File: config.mk
export PLATFORM = sky130hd
export DESIGN_NAME = line_writeback_reader
export DESIGN_NICKNAME = d
export VERILOG_FILES = /design/src/rtl/line_writeback_reader.sv
export SDC_FILE = /design/constraint.sdc
export NUM_CORES = 1
export LEC_CHECK = 0
export CAP_MARGIN = 20
export CELL_PAD_IN_SITES_DETAIL_PLACEMENT = 0
export CELL_PAD_IN_SITES_GLOBAL_PLACEMENT = 1
export CORE_MARGIN = 5
export CORE_UTILIZATION = 44
export DETAILED_ROUTE_END_ITERATION = 8
export PLACE_DENSITY = 0.88
export REMOVE_ABC_BUFFERS = 1
export SYNTH_ARGS = -nofsm -noshare
export SYNTH_HDL_FRONTEND = slang
export SYNTH_SLANG_ARGS = --single-unit
File: constraint.sdc
create_clock -name clk -period 4.65 [get_ports clk]
set_clock_uncertainty 0.15 [all_clocks]
set_input_delay 1.395 -clock clk [delete_from_list [all_inputs] [get_ports clk]]
set_output_delay 1.395 -clock clk [all_outputs]
set_load 0.03 [all_outputs]
File: src/rtl/line_writeback_reader.sv
// line_writeback_reader
// Read-side engine for the cache data RAM. A request names a RAM row and
// a line-aligned writeback address. The engine issues one read, captures
// the whole row on the following cycle, then streams it out as BEATS
// narrower beats, lowest beat first, using a valid/ready handshake.
//
// Ports
//   clk, reset          single clock; asynchronous active-low reset
//   req_valid/ready     request handshake; ready is combinational (IDLE only)
//   req_index/req_addr  row to read / writeback address carried through
//   enb/addrb           RAM read port; data returns on rdata one cycle later
//   rdata               full RAM row
//   wb_valid/ready      beat handshake; wb_data/wb_last/wb_addr are the payload
//   busy/busy_index     line currently read or drained, used by refill logic
//                       to hold off writes to that row
module line_writeback_reader #(
    parameter int ramDepth  = 128,
    parameter int portWidth = 256,
    parameter int beatWidth = 32,
    parameter int addrWidth = 32
) (
    input  logic                        clk,
    input  logic                        reset,
    input  logic                        req_valid,
    output logic                        req_ready,
    input  logic [$clog2(ramDepth)-1:0] req_index,
    input  logic [addrWidth-1:0]        req_addr,
    output logic                        enb,
    output logic [$clog2(ramDepth)-1:0] addrb,
    input  logic [portWidth-1:0]        rdata,
    output logic                        wb_valid,
    input  logic                        wb_ready,
    output logic [beatWidth-1:0]        wb_data,
    output logic                        wb_last,
    output logic [addrWidth-1:0]        wb_addr,
    output logic                        busy,
    output logic [$clog2(ramDepth)-1:0] busy_index
);

    localparam int IDX_W = $clog2(ramDepth);
    localparam int BEATS = portWidth / beatWidth;
    localparam int CNT_W = $clog2(BEATS);
    localparam logic [CNT_W-1:0] LAST_CNT = CNT_W'(BEATS - 1);

    typedef enum logic [1:0] {
        ST_IDLE    = 2'd0,
        ST_CAPTURE = 2'd1,
        ST_SEND    = 2'd2
    } state_t;

    state_t                 state_q, state_d;
    logic [portWidth-1:0]   shreg_q, shreg_d;
    logic [CNT_W-1:0]       cnt_q, cnt_d;
    logic                   wb_valid_q, wb_valid_d;
    logic                   wb_last_q, wb_last_d;
    logic [addrWidth-1:0]   wb_addr_q, wb_addr_d;
    logic                   busy_q, busy_d;
    logic [IDX_W-1:0]       busy_index_q, busy_index_d;

    logic                   req_ready_s;
    logic                   enb_s;
    logic                   beat_hs_s;

    // Request acceptance and RAM read strobe; ready is gated by reset so
    // nothing is accepted (and no read issued) while reset is held.
    always_comb begin
        req_ready_s = (state_q == ST_IDLE) && reset;
        enb_s       = req_valid && req_ready_s;
        beat_hs_s   = wb_valid_q && wb_ready;
    end

    // Next-state and datapath updates for the IDLE/CAPTURE/SEND sequence.
    always_comb begin
        state_d      = state_q;
        shreg_d      = shreg_q;
        cnt_d        = cnt_q;
        wb_valid_d   = wb_valid_q;
        wb_last_d    = wb_last_q;
        wb_addr_d    = wb_addr_q;
        busy_d       = busy_q;
        busy_index_d = busy_index_q;
        case (state_q)
            ST_IDLE: begin
                if (enb_s) begin
                    busy_index_d = req_index;
                    wb_addr_d    = req_addr;
                    busy_d       = 1'b1;
                    state_d      = ST_CAPTURE;
                end else begin
                    state_d = ST_IDLE;
                end
            end
            ST_CAPTURE: begin
                // rdata belongs to the read issued last cycle; this is the
                // only point at which row content enters the engine.
                shreg_d    = rdata;
                cnt_d      = {CNT_W{1'b0}};
                wb_valid_d = 1'b1;
                wb_last_d  = (LAST_CNT == {CNT_W{1'b0}});
                state_d    = ST_SEND;
            end
            ST_SEND: begin
                if (beat_hs_s) begin
                    shreg_d = shreg_q >> beatWidth;
                    if (cnt_q == LAST_CNT) begin
                        // Counter stays at its final value; it is cleared
                        // again on the next capture.
                        wb_valid_d = 1'b0;
                        wb_last_d  = 1'b0;
                        busy_d     = 1'b0;
                        state_d    = ST_IDLE;
                    end else begin
                        cnt_d     = cnt_q + CNT_W'(1);
                        wb_last_d = ((cnt_q + CNT_W'(1)) == LAST_CNT);
                    end
                end else begin
                    // Backpressure: payload and last flag hold.
                    state_d = ST_SEND;
                end
            end
            default: begin
                state_d    = ST_IDLE;
                wb_valid_d = 1'b0;
                wb_last_d  = 1'b0;
                busy_d     = 1'b0;
            end
        endcase
    end

    // State and datapath registers with asynchronous active-low reset.
    always_ff @(posedge clk or negedge reset) begin
        if (!reset) begin
            state_q      <= ST_IDLE;
            shreg_q      <= {portWidth{1'b0}};
            cnt_q        <= {CNT_W{1'b0}};
            wb_valid_q   <= 1'b0;
            wb_last_q    <= 1'b0;
            wb_addr_q    <= {addrWidth{1'b0}};
            busy_q       <= 1'b0;
            busy_index_q <= {IDX_W{1'b0}};
        end else begin
            state_q      <= state_d;
            shreg_q      <= shreg_d;
            cnt_q        <= cnt_d;
            wb_valid_q   <= wb_valid_d;
            wb_last_q    <= wb_last_d;
            wb_addr_q    <= wb_addr_d;
            busy_q       <= busy_d;
            busy_index_q <= busy_index_d;
        end
    end

    assign req_ready  = req_ready_s;
    assign enb        = enb_s;
    assign addrb      = req_index;
    assign wb_valid   = wb_valid_q;
    assign wb_data    = shreg_q[beatWidth-1:0];
    assign wb_last    = wb_last_q;
    assign wb_addr    = wb_addr_q;
    assign busy       = busy_q;
    assign busy_index = busy_index_q;

endmodule

==> flow_summary.json <==
{
  "insertion_delay_ns": 0.50,
  "synth_seq_cells": 303,
  "num-fill-cells": 2573,
  "fin_crit_ns": 4.17,
  "critPathKind": "primary input to primary output",
  "cts_made_buffers": 35,
  "grt_pass1_vias": 9933,
  "num_rows": 67,
  "end_kind": "primary output",
  "maxSlewHeadroom_pct": 34.7,
  "worst_path_max_delay_cell": "clkdlybuf4s50_1",
  "coreArea_sq_um": 33400,
  "crit_path_start_kind": "primary input",
  "crit_top_cell": "clkdlybuf4s50_1",
  "start_util_pct": 44.5,
  "slew_violations": 0,
  "ctsResizeCount": 0,
  "cts-htree-levels": 2,
  "period_share_pct": 89.7,
  "vdd_drop_max_uv": 500,
  "dr.pass1.iters": 6,
  "maxCapViolCount": 0,
  "worstMarginPinSlew_ns": 0.979,
  "cts.sinks": 303,
  "required_ns": 3.11,
  "power_mw": 13.2,
  "critical_path.max_stage_delay_ns": 0.71,
  "path_clk_slew_ns": 0.05,
  "synth.distinct_cells": 29,
  "antenna_found_initial": 3,
  "fmax_mhz": 240,
  "final_common_cell": "clkdlybuf4s50_1",
  "ant_nets": 0,
  "post_drt_wl_per_cell_microns": 19.7,
  "die_area_sq_um": 37600,
  "hold_class": "flop to flop",
  "dp_hpwl_microns": 23900,
  "vias_per_cell": 5.02,
  "ys_seq_area_share_pct": 50.9,
  "power_density_nw_per_um2": 666,
  "synth.avg_cell_area_sq_um": 15.6,
  "crit_family": "buffers and inverters",
  "post_cts_buffers": 0,
  "cp_cell_sequence": "clkdlybuf4s50_1 -> clkdlybuf4s50_1",
  "ctsHoldBuffers": 0,
  "ys.flop_type": "dfrtp_1",
  "final-hold-violation-count": 0,
  "arrival_ns": 2.62,
  "die_width_microns": 194,
  "most-common-layout-cells": "clkdlybuf4s50_1, mux2_2, dfrtp_1, mux2_4, clkbuf_16",
  "gp_congestion": 0.780,
  "vias": 8814,
  "ioPinCount": 382,
  "track_usage_pct": 18.0,
  "outcome": "finished clean",
  "grt_max_degree": 169,
  "path_buf_inv": 2,
  "p_leak_nw": 8.42,
  "synth_edf_count": 0,
  "final.setup.tns_ns": 0,
  "grt_overflow_total": 0,
  "fp.dieH_microns": 194,
  "ys_warn_count": 0,
  "dp_slack_ns": 0.479,
  "crit_path_max_fanout": 2,
  "clockBufferDepth": 3,
  "drive_gt1_share_pct": 41.8,
  "remaining_drc_errors": 0,
  "setup_viol": 0,
  "worst_slack_ns": 0.481,
  "final_nets": 1587,
  "root_buffer": "clkbuf_16",
  "grt_pass1_wl_microns": 55000,
  "cts_tree": "built",
  "portBuffers": 381,
  "synthArstFlopShare_pct": 100,
  "synthesis.area_sq_um": 14900,
  "syn_to_final_growth_pct": 32.9,
  "rsz0062_at_grt": "no",
  "netlist_instances": 955,
  "routed_wirelength_microns": 34600,
  "drt_iter0_drc": 320
}
==> power breakdown <==
group / switching (mW) / leakage, nW / internal [mW]
logic: 2.38 / 4.28 / 3.52
registers: 0.718 / 3.61 / 4.00
clock network: 1.03 / 0.527 / 1.54
==> final timing paths <==
path	from	end	slack (ns)	cells after the start
min in group asynchronous	reset	state_q[1]	0.81	2
hold reg to reg	shreg_q[51]	shreg_q[51]	0.34	1
setup reg to reg	state_q[1]	shreg_q[51]	1.86	4
hold / removal	shreg_q[51]	shreg_q[51]	0.34	1
max in group asynchronous	reset	shreg_q[255]	2.13	3
setup / recovery	req_index[6]	addrb[6]	0.48	2
==> sequential cells by signal (all words and copies together) (netlist names) <==
name	cells
shreg_q	256
wb_addr	32
busy_index	7
cnt_q	3
state_q	2
busy	1
wb_last	1
wb_valid	1
==> logic make-up after synthesis <==
group | count (synthesis) | synth area share [%]
mux | 491 | 40.9
flops | 303 | 50.9
buf+inv | 103 | 5.07
compound gates | 39 | 2.28
simple gates | 16 | 0.663
fa+ha+maj | 3 | 0.252
==> Yosys cell counts, drive strengths merged (3+ instances only) <==
master	n	area, sq um
clkbuf	10	60.1
buf	91	688
dfrtp	303	7580
ha	3	37.5
nand2	3	11.3
a22o	32	280
mux2i	4	40.0
o21ai	3	26.3
mux2	487	6050
==> through the flow <==
step	instances	util [%]	hold slack, ns	cell area, sq um
final	1756	59.2	0.335	19800
after floorplan	854	-	0.302	14200
after CTS	1753	59.2	0.336	19800
after detailed placement	1696	56.0	0.321	18700
after global routing	1756	59.2	0.358	19800
after global placement	1696	56.0	0.313	18700
==> cell type report <==
class,count,area [sq um],area share (%)
diodes,3,7.51,0.0379
clock buffers,53,1050,5.28
clock inverters,4,20.0,0.101
inverters,2,7.51,0.0379
multi-input cells,549,6590,33.3
flip-flops and latches,303,7580,38.3
well taps,448,561,2.83
repair buffers,394,4000,20.2
==> routing by layer <==
layer / vias to the layer above / wire, microns / global-route usage, %
li1: 4068 / - / -
met2: 283 / 17000 / 30.1
met5: - / 0 / 0
met3: 59 / 2880 / 6.45
met4: 0 / 701 / 4.84
met1: 4404 / 14100 / 22.2
Note: power is estimated with default switching activity, not from simulation.
